[config.mk]
export PLATFORM = sky130hd
export DESIGN_NAME = mem_access_stall
export DESIGN_NICKNAME = d
export VERILOG_FILES = /design/src/rtl/mem_access_stall.sv
export SDC_FILE = /design/constraint.sdc
export NUM_CORES = 1
export LEC_CHECK = 0
export BUFFER_PORTS_ARGS = -buffer_cell sky130_fd_sc_hd__buf_2
export CORE_AREA = 2 2 156 158
export CTS_CLUSTER_SIZE = 40
export DETAILED_ROUTE_END_ITERATION = 10
export DIE_AREA = 0 0 158 160
export PLACE_DENSITY = 0.66
export RECOVER_POWER = 25
export SLEW_MARGIN = 25
export SYNTH_ARGS = -nofsm -noshare
export SYNTH_HDL_FRONTEND = slang
export SYNTH_SLANG_ARGS = --single-unit
[constraint.sdc]
create_clock -name clk -period 14.5 [get_ports clk]
set_input_delay 2.175 -clock clk [delete_from_list [all_inputs] [get_ports clk]]
set_output_delay 2.175 -clock clk [all_outputs]
set_load 0.05 [all_outputs]
[src/rtl/mem_access_stall.sv]
// MEM-stage data bus access sequencer with pipeline stall.
// Aligns, issues and times out one bus access per instruction.
module mem_access_stall #(
  parameter int unsigned TIMEOUT = 255
) (
  input  logic        clk,
  input  logic        reset,
  input  logic        mem_valid,
  input  logic        mem_is_load,
  input  logic        mem_is_store,
  input  logic [63:0] mem_addr,
  input  logic [63:0] mem_wdata,
  input  logic [1:0]  mem_size,
  input  logic        mem_unsigned,
  input  logic        wb_wr_en,
  output logic        bus_req,
  output logic        bus_we,
  output logic [63:0] bus_addr,
  output logic [63:0] bus_wdata,
  output logic [1:0]  bus_size,
  input  logic        bus_gnt,
  input  logic        bus_rvalid,
  input  logic [63:0] bus_rdata,
  input  logic        bus_err,
  output logic        mem_stall,
  output logic [63:0] mem_rdata,
  output logic        mem_fault
);

  typedef enum logic [1:0] {
    IDLE,
    REQ,
    WAIT,
    DONE
  } state_t;

  localparam logic [7:0] TO_LAST = 8'(TIMEOUT - 1);

  state_t      state;
  logic [7:0]  cnt;
  logic        uns_q;
  logic        acc;
  logic        mis;
  logic [63:0] ext;

  assign acc = mem_valid & (mem_is_load | mem_is_store);

  always_comb begin
    mis = 1'b0;
    unique case (mem_size)
      2'd0: mis = 1'b0;
      2'd1: mis = mem_addr[0];
      2'd2: mis = |mem_addr[1:0];
      2'd3: mis = |mem_addr[2:0];
    endcase
  end

  // Size and signedness come from the latched request, not the live inputs.
  always_comb begin
    ext = '0;
    unique case (bus_size)
      2'd0: ext = {{56{~uns_q & bus_rdata[7]}},
                   bus_rdata[7:0]};
      2'd1: ext = {{48{~uns_q & bus_rdata[15]}},
                   bus_rdata[15:0]};
      2'd2: ext = {{32{~uns_q & bus_rdata[31]}},
                   bus_rdata[31:0]};
      2'd3: ext = bus_rdata;
    endcase
    if (bus_we) ext = '0;
  end

  assign mem_stall = ~reset &
                     ((state == IDLE && acc) ||
                      state == REQ ||
                      state == WAIT);

  always_ff @(posedge clk or posedge reset) begin
    if (reset) begin
      state     <= IDLE;
      cnt       <= '0;
      uns_q     <= 1'b0;
      bus_req   <= 1'b0;
      bus_we    <= 1'b0;
      bus_addr  <= '0;
      bus_wdata <= '0;
      bus_size  <= '0;
      mem_rdata <= '0;
      mem_fault <= 1'b0;
    end else begin
      unique case (state)
        IDLE: begin
          if (acc && mis) begin
            state     <= DONE;
            mem_fault <= 1'b1;
            mem_rdata <= '0;
          end else if (acc) begin
            state     <= REQ;
            bus_req   <= 1'b1;
            bus_we    <= mem_is_store;
            bus_addr  <= mem_addr;
            bus_wdata <= mem_wdata;
            bus_size  <= mem_size;
            uns_q     <= mem_unsigned;
          end
        end
        REQ: begin
          if (bus_gnt) begin
            state   <= WAIT;
            bus_req <= 1'b0;
            cnt     <= '0;
          end
        end
        WAIT: begin
          // A response in the last allowed cycle beats the timeout.
          if (bus_rvalid) begin
            state     <= DONE;
            mem_fault <= bus_err;
            mem_rdata <= ext;
          end else if (cnt == TO_LAST) begin
            state     <= DONE;
            mem_fault <= 1'b1;
            mem_rdata <= '0;
          end else begin
            cnt <= cnt + 8'd1;
          end
        end
        DONE: begin
          if (wb_wr_en) state <= IDLE;
        end
      endcase
    end
  end

endmodule

==> results of run 1 <==
-- power groups by stage --
| stage | clock [W] | sequential, W | combinational (W) |
|---|---|---|---|
| 2_1_floorplan | 0 | 0.00183 | 0.000434 |
| 3_3_place_gp | 0 | 0.000969 | 0.00170 |
| 3_5_place_dp | 0 | 0.000978 | 0.00171 |
| 4_1_cts | 0.000599 | 0.000972 | 0.00171 |
| 5_1_grt | 0.000624 | 0.00101 | 0.00178 |
| 6_report | 0.000581 | 0.000971 | 0.00170 |
-- registers in the layout, indices dropped and copies added, names as in the netlist --
register   count
bus_addr      64
bus_req        1
bus_size       2
bus_wdata     64
bus_we         1
cnt            8
mem_fault      1
mem_rdata     64
state          2
uns_q          1
-- synthesized netlist by cell type (2+ instances only) --
cell type | n | area (sq um)
a211oi_1 | 2 | 15.0
a21o_1 | 7 | 52.6
a21oi_1 | 44 | 220
a221o_1 | 3 | 30.0
a22o_1 | 35 | 307
and2_1 | 2 | 12.5
and3_1 | 3 | 18.8
and4_1 | 4 | 35.0
buf_2 | 17 | 85.1
buf_4 | 2 | 15.0
buf_6 | 7 | 78.8
clkbuf_1 | 15 | 56.3
dfrtp_1 | 208 | 5200
ha_1 | 7 | 87.6
inv_1 | 11 | 41.3
mux2_1 | 69 | 777
mux2_2 | 64 | 721
nand2_1 | 41 | 154
nand2b_1 | 7 | 43.8
nand3_1 | 2 | 10.0
nand3b_1 | 3 | 22.5
nand4_1 | 4 | 25.0
nor2_1 | 15 | 56.3
nor2b_1 | 16 | 100
nor3_1 | 6 | 30.0
o211ai_1 | 2 | 15.0
o21a_1 | 2 | 15.0
o21ai_0 | 3 | 15.0
o221ai_1 | 2 | 17.5
o22ai_1 | 2 | 12.5
o2bb2ai_1 | 24 | 210
-- cell usage in the layout, fill, tap and decap left out, drive strengths merged, types with 2 or more instances in the layout --
cell      count
diode         6
o21a          2
o2bb2ai      24
inv          12
and2          3
nand2b        7
nand3b        3
a22o         35
nand2        41
a221o         3
ha            7
o221ai        2
nor2         15
nand3         2
clkinvlp      4
nor3          6
a211oi        3
mux2        133
and3          3
buf         404
and4          5
o211ai        4
o21ai         3
clkinv        4
a21o          7
nand4         4
o22ai         2
o311ai        2
dfrtp       208
a21oi        44
clkbuf       39
nor2b        16
-- logic make-up after synthesis --
group	after synthesis	synth area share [%]
AOI/OAI and AO/OA	140	12.2
adders and majority gates	7	1.01
buffers and inverters	52	3.19
DFF	208	60.0
muxes	134	17.4
and+or+nand+nor	107	6.22
-- metal layers --
metal	up-vias	track usage, %	wire, um
met5	-	0	38
met4	6	6.72	728
met3	58	4.53	1700
met2	230	32.3	12500
met1	3329	22.6	9700
li1	3147	-	-
-- final cells by class --
class                           instances  share of cell area [%]
Antenna cell                            6                   0.128
Clock buffer                           35                    6.01
Clock inverter                          9                   0.577
Inverter                               11                   0.364
Multi-Input combinational cell        388                    27.4
Sequential cell                       208                    44.5
Tap cell                              324                    3.46
Timing Repair Buffer                  408                    17.5
-- per-stage QoR --
| step | total power, W | utilization, % |
|---|---|---|
| 2_1_floorplan | 0.00226 | - |
| 3_3_place_gp | 0.00267 | 45.9 |
| 3_5_place_dp | 0.00269 | 45.9 |
| 4_1_cts | 0.00328 | 49.1 |
| 5_1_grt | 0.00341 | 49.1 |
| 6_report | 0.00325 | 49.1 |
-- final timing paths --
path | from | end | depth (start not counted)
min reg2reg | mem_rdata[1] | mem_rdata[1] | 1
min in group asynchronous | reset | mem_rdata[43] | 2
max reg2reg | state[0] | bus_addr[34] | 7
min | mem_rdata[1] | mem_rdata[1] | 1
max in group clk | mem_is_store | mem_stall | 4
max | reset | bus_addr[36] | 3
-- worst register-to-register path: cells and delay by family, from the launching register on --
kind | cells | cell delay (ns)
fa+ha+maj | 1 | 0.32
mux | 1 | 0.47
flops | 1 | 0.41
buf+inv | 3 | 1.40
compound gates | 2 | 0.56
==> results.toml, run 1 <==
[pwr]
pwr-share-comb_pct = 52.2
leakagePower_nw = 5.99
p_sw_share_pct = 50.8
ir_drop_mv = 0.254
power_density_nw_per_um2 = 278
p_seq_share_pct = 29.9
intPower_w = 0.00160
p_clk_share_pct = 17.9
power_switching_w = 0.00165

[clock_tree]
cts_resized = 0
clk_latency_ns = 0.51
clk_pin_slew_worst_paths_ns = 0.06
cts_sinks = 208
cts_tree = "done"
cts_hold_buf = 0
postCtsSetupRepairBufs = 0
root_buffer = "clkbuf_16"
cts_max_level = 1
cts_max_path_buffers = 3
cts_buffers = 25

[flow_run]
cap_violations = 2

[die]
start_util_pct = 36.4
dieArea_sq_um = 25300
core.rowCount = 57
die_w_um = 158
die-height_um = 160
coreArea_sq_um = 23800
ios = 402

[detailed_routing]
drt-total-wl_um = 24600
antenna_left = 0
wl_per_cell_um = 17.7
vias_per_cell = 4.87
vias = 6770
drtPass1Iterations = 4
drtIter0Drc = 401
drc_errors = 0

[timing]
hold_ws_ns = 0.476
tightestPinTransition_ns = 6.10
rsz0062_at_grt = "no"
finalCriticalPeriod_ns = 6.42
final.setup.tns_ns = 0
setup_slack_ns = 8.08
relSlewSlack_pct = -306
hold_viol = 0
fmax_ghz = 0.156
final-setup-viol-count = 0
drv_slew = 167
period_share_pct = 44.3
skew_ns = 0.0165

[synth]
async_reset_ff_share_pct = 100
ys.flop_type = "dfrtp_1"
synth_edf_count = 0
syn_nets = 859
ys_types = 50
syn_inst = 648
avgSynthCellArea_sq_um = 13.4
yosysSeqAreaShare_pct = 60.0
synth_area_sq_um = 8680
yosys_warnings = 0
synth-seq-cells = 208

[worst_hold_path]
hold_class = "flop to flop"

[finish]
area_growth_pct = 34.9
multi_input_area_sq_um = 3210
fin_nets = 1253
fillCellCount = 2204
fin_cells = 1389
finish.instance_area_sq_um = 11700
regArea_sq_um = 5200
drive_gt1_share_pct = 48.6

[placement]
dp_slack_ns = 9.15
numPortBuffers = 401
place_area_sq_um = 10900
hpwlAfterDp_um = 17900
gp_congestion = 0.805
place_inst = 1339

[global_routing]
grt_use_total_pct = 18.7
grt_pass1_vias = 6625
antenna_found_initial = 8
grt_max_degree = 140
grt_pass1_wl_um = 37000
overflow = 0

[setup_path]
cp.required_ns = 15.01
worst_setup_path_end_kind = "async pin"
reg2reg_slack_ns = 11.21
cp_max_fo = 139
max_stage_delay_ns = 3.32
cp_top_family = "buffers and inverters"
critPathKind = "input pin to async pin"
cp_slowest_cell = "clkinvlp_2"
cp.arrival_ns = 6.94
cp_num_buf_inv = 3
start_kind = "input pin"
crit_chain = "clkbuf_1 > clkinvlp_2 > buf_4"

[outcome]
status = "finished with violations"
violations = "max-capacitance violations, max-slew violations"
Note: power is estimated with default switching activity, not from simulation.
==> inputs of run 2 (changes only) <==
Settings changed: ABC_AREA set to 1, PLACE_DENSITY 0.66 to 0.73.
Clock period 14.5 ns to 5.1 ns, I/O delays scaled along.
==> run 2 against run 1 <==
  * The run still ends with max-capacitance violations, max-slew violations left
  * Routed wire length grew 22%
  * Critical endpoint is now bus_wdata[28]
  * Sequential power rose to 2.8 times the previous value
  * First-iteration DRC count is 130% higher
  * Critical path depth unchanged
  * Via count rose by 37%
==> results.toml, run 2 <==
[outcome]
status = "finished with violations"
violations = "max-capacitance violations, max-slew violations"

[setup_path]
cp.arrival_ns = 3.48
start_kind = "input pin"
worst_setup_path_end_kind = "async pin"
cp_max_fo = 111
cp.required_ns = 5.12
critPathKind = "input pin to async pin"

[global_routing]
grt_max_degree = 122
antenna_found_initial = 8
grt_pass1_wl_um = 46700
grt_pass1_vias = 8842
grt_use_total_pct = 23.1
overflow = 0

[detailed_routing]
drt-total-wl_um = 30100
vias = 9259
antenna_left = 0
drtIter0Drc = 908
vias_per_cell = 4.82
drtPass1Iterations = 5
drc_errors = 0
wl_per_cell_um = 15.7

[synth]
synth.most_common_cell = "nand2_1"
synth_area_sq_um = 9660
synth_largest_area_cell = "dfrtp_1"
syn_nets = 1424
yosysSeqAreaShare_pct = 53.9
yosys.area.top_type_share_pct = 53.9
synth_edf_count = 0
avgSynthCellArea_sq_um = 7.96
synthTopCellsByArea = "dfrtp_1, nand2_1, o21ai_0"
synth-seq-cells = 208
yosys_warnings = 0
synthTopCellsByCount = "nand2_1, dfrtp_1, o21ai_0"
ys.flop_type = "dfrtp_1"
syn_inst = 1213
async_reset_ff_share_pct = 100
ys_types = 32

[placement]
place_inst = 1874
place_area_sq_um = 11700
gp_congestion = 0.811
numPortBuffers = 401
hpwlAfterDp_um = 21000

[clock_tree]
cts_sinks = 208
root_buffer = "clkbuf_16"
cts_buffers = 23
cts_max_path_buffers = 3
cts_resized = 0
cts_tree = "done"
cts_max_level = 1
clk_pin_slew_worst_paths_ns = 0.06
cts_hold_buf = 0
clk_latency_ns = 0.51
postCtsSetupRepairBufs = 0

[timing]
fmax_ghz = 0.288
skew_ns = 0.0194
rsz0062_at_grt = "no"
period_share_pct = 68.0
tightestPinTransition_ns = 2.77
relSlewSlack_pct = -84.4
hold_viol = 0
finalCriticalPeriod_ns = 3.47
final.setup.tns_ns = 0
final-setup-viol-count = 0
hold_ws_ns = 0.362
drv_slew = 147

[pwr]
power_switching_w = 0.00499
p_seq_share_pct = 28.9
ir_drop_mv = 0.514
p_sw_share_pct = 52.7
leakagePower_nw = 7.30
p_clk_share_pct = 19.1
pwr-share-comb_pct = 52.0
intPower_w = 0.00449
power_density_nw_per_um2 = 756

[finish]
layout_common_cells = "nand2_1, buf_2, dfrtp_1, o21ai_0, nand3_1"
reg_top3 = "bus_addr: 64 flops, bus_wdata: 64 flops, mem_rdata: 64 flops"
fin_nets = 1786
layout_commonest_cell = "nand2_1"
drive_gt1_share_pct = 30.1
area_growth_pct = 29.9
fin_cells = 1920
finish.instance_area_sq_um = 12500

[die]
start_util_pct = 40.5
core.rowCount = 57
ios = 402
coreArea_sq_um = 23800
die_w_um = 158
dieArea_sq_um = 25300
die-height_um = 160

[flow_run]
cap_violations = 2

[worst_hold_path]
hold_class = "input pin to async pin"
-- run 2: final cells by class --
class / instances / area (sq um)
repair buffers: 413 / 2110
clock buffers: 31 / 646
flip-flops and latches: 208 / 5200
clock inverters: 9 / 176
inverters: 71 / 270
multi-input cells: 858 / 3720
diodes: 6 / 15.0
well taps: 324 / 405
fillers: 2324 / 11300
-- run 2: cells by family after synthesis --
| group | count (synthesis) | share of synthesized area [%] |
|---|---|---|
| fa+ha+maj | 7 | 0.907 |
| compound gates | 160 | 8.40 |
| simple gates | 688 | 28.7 |
| buf+inv | 147 | 7.84 |
| flops | 208 | 53.9 |
| xor+xnor | 3 | 0.272 |
-- run 2: worst paths after layout --
| check | depth (start not counted) | to | slack (ns) | from |
|---|---|---|---|---|
| max in group clk | 10 | mem_rdata[55] | 2.10 | state[0] |
| hold reg to reg | 2 | mem_fault | 0.47 | mem_fault |
| hold / removal | 2 | mem_fault | 0.36 | reset |
| min in group clk | 3 | bus_wdata[15] | 0.45 | mem_wdata[15] |
| setup / recovery | 3 | bus_wdata[28] | 1.63 | reset |
| setup reg to reg | 10 | mem_rdata[55] | 2.10 | state[0] |
-- run 2: power by group through the flow --
stage | combinational, W | sequential, W | clock (W)
finish | 0.00493 | 0.00274 | 0.00181
global route | 0.00527 | 0.00282 | 0.00192
CTS | 0.00496 | 0.00273 | 0.00186
detailed placement | 0.00496 | 0.00273 | 0
global placement | 0.00490 | 0.00272 | 0
floorplan | 0.00141 | 0.00509 | 0
-- run 2: layer usage --
layer / track usage [%] / vias up / share of wire, %
met4: 6.80 / 4 / 2.5
met2: 38.8 / 399 / 48
met3: 7.68 / 54 / 10
li1: - / 4486 / -
met1: 28.2 / 4316 / 39
met5: 0 / - / 0.090
-- run 2: stage by stage --
stage	setup WS (ns)	util (%)	power (W)
2_1_floorplan	1.63	-	0.00650
4_1_cts	1.96	52.7	0.00955
6_report	1.63	52.7	0.00948
3_3_place_gp	1.85	49.2	0.00762
3_5_place_dp	1.81	49.2	0.00768
5_1_grt	0.958	52.7	0.0100
-- run 2: worst max-delay path, cell delays in order --
cell        delay [ns]
clkbuf_1          0.09
clkinvlp_2        0.48
clkbuf_2          2.03
==> inputs of run 3 (changes only) <==
Settings changed: CORE_AREA 2 2 156 158 to 2 2 157 159, DIE_AREA 0 0 158 160 to 0 0 159 161, PLACE_DENSITY 0.73 to 0.69.
Clock period 5.1 ns to 3.65 ns, I/O delays scaled along.
==> run 3 against run 2 <==
  * The flow now finishes without violations
  * Clock-buffer cell count increased by 2
  * Clock skew fell by 0.010 ns
  * Power increased by 36%
  * Register-to-register slack worse by 1.0 ns
  * Sequential share of layout area grew 0.60 points
  * Sequential cell count is the same
  * First-iteration DRC count fell by 8.9%
  * Final area decreased by 1.4%
  * Worst setup slack lost 0.54 ns
  * Non-clock buffer count up 1
  * Combinational power grew 37%
  * Critical endpoint is now mem_rdata[24]
  * Largest power group unchanged
==> results.toml, run 3 (same netlist as run 2, synthesis figures left out) <==
[outcome]
status = "completed"

[pwr]
power.total_w = 0.0129
ir_drop_mv = 0.709
leakagePower_nw = 6.84
power_density_nw_per_um2 = 1040

[timing]
final-setup-viol-count = 0
hold_viol = 0
period_share_pct = 70.1
rsz0062_at_grt = "no"
tightestPinTransition_ns = 1.21
final.setup.tns_ns = 0
skew_ns = 0.00925
fmax_ghz = 0.391
setup_slack_ns = 1.09
hold_ws_ns = 0.235
drv_slew = 0
relSlewSlack_pct = 19.6
finalCriticalPeriod_ns = 2.56

[setup_path]
cp_top_family = "simple AND/OR/NAND/NOR gates"
cp.arrival_ns = 3.00
cp.required_ns = 4.09
cp_num_buf_inv = 2
start_kind = "flop"
crit_path_frequent_cell = "nand2_1"
worst_setup_path_end_kind = "flop"
cp_slowest_cell = "nand2_2"
cp_max_fo = 48
crit_chain = "inv_1 > ha_1 > nand2_4 > nor2_8 > nand2_2 > nand2_2 > nand2_1 > clkinv_1 > nand2_1 > nand2_1"
critPathKind = "flop to flop"
max_stage_delay_ns = 0.71

[finish]
layout_commonest_cell = "nand2_1"
area_growth_pct = 28.1
drive_gt1_share_pct = 22.4
fin_nets = 1787
layout_common_cells = "nand2_1, buf_2, dfrtp_1, clkbuf_1, o21ai_0"
reg_top3 = "bus_addr: 64 flops, bus_wdata: 64 flops, mem_rdata: 64 flops"
finish.instance_area_sq_um = 12400

[global_routing]
grt_use_total_pct = 22.1
overflow = 0
grt_pass1_vias = 8712
antenna_found_initial = 7
grt_pass1_wl_um = 46100
grt_max_degree = 139

[clock_tree]
cts_buffers = 23
cts_resized = 0
cts_tree = "done"
cts_sinks = 208
cts_max_level = 1
clk_pin_slew_worst_paths_ns = 0.06
root_buffer = "clkbuf_16"
cts_max_path_buffers = 3
clk_latency_ns = 0.51

[die]
die_w_um = 159
ios = 402
start_util_pct = 40.3
die-height_um = 161
coreArea_sq_um = 24000
core.rowCount = 57
dieArea_sq_um = 25600

[detailed_routing]
drtIter0Drc = 827
drt-total-wl_um = 29600
wl_per_cell_um = 15.4
drtPass1Iterations = 5
antenna_left = 0
vias = 9123
drc_errors = 0
vias_per_cell = 4.75

[worst_hold_path]
hold_class = "input pin to flop"

[placement]
place_area_sq_um = 11700
numPortBuffers = 401
hpwlAfterDp_um = 19900
gp_congestion = 0.852
dp_slack_ns = 1.11

[flow_run]
cap_violations = 0
[run 3: cell count changes in the layout (fill, tap and decap cells not counted)]
cell / before / now
buf_12: 1 / 3
clkbuf_8: 4 / 6
clkinvlp_4: 1 / 0
bufinv_16: 5 / 2
clkinv_2: 2 / 6
inv_6: 1 / 0
clkbuf_2: 1 / 0
dlygate4sd3_1: 0 / 1
buf_2: 400 / 276
clkbuf_1: 6 / 130
buf_6: 1 / 0
[run 3: routing by layer]
layer	share of wire, %	global-route usage, %
met3	8.3	6.47
met2	47	35.2
met5	0.044	0
met4	2.2	7.27
met1	42	29.1
[run 3: final cells by class]
| cell class | count | area, sq um |
|---|---|---|
| clock inverter | 8 | 90.1 |
| tap | 324 | 405 |
| inverter | 71 | 270 |
| sequential | 208 | 5200 |
| timing repair buffer | 414 | 1980 |
| antenna | 6 | 15.0 |
| multi-input combinational | 858 | 3720 |
| clock buffer | 33 | 673 |
| fill | 2407 | 11600 |
[run 3: tightest hold or removal path, delay by kind of cell]
kind / cells / cell delay, ns
buf+inv: 1 / 0.07
simple gates: 2 / 0.09
[run 3: report_power, final]
part	total (W)	internal, W	switching, W
clock	0.00237	0.00142	0.000951
combinational	0.00676	0.00125	0.00550
sequential	0.00379	0.00327	0.000519
total	0.0129	0.00594	0.00698
[run 3: per-stage QoR]
| step | utilization, % | std cells |
|---|---|---|
| finish | 51.6 | 1922 |
| global placement | 49.0 | 1874 |
| global route | 51.6 | 1922 |
| floorplan | - | 1213 |
| CTS | 52.2 | 1916 |
| detailed placement | 49.0 | 1874 |
[run 3: final timing paths]
check / depth (start not counted) / start / endpoint / slack [ns]
hold reg to reg: 2 / mem_rdata[7] / mem_rdata[7] / 0.47
min in group asynchronous: 3 / reset / bus_we / 0.66
max in group asynchronous: 4 / reset / mem_rdata[30] / 1.82
setup / recovery: 10 / state[0] / mem_rdata[24] / 1.09
setup reg to reg: 10 / state[0] / mem_rdata[24] / 1.09
hold / removal: 3 / mem_addr[41] / bus_addr[41] / 0.24
[run 3: timing repair]
item | 4_1_cts | 5_1_grt
endpoints found under the hold margin | 7 | 0
hold buffers | 1 | 0
setup buffers | 0 | 0
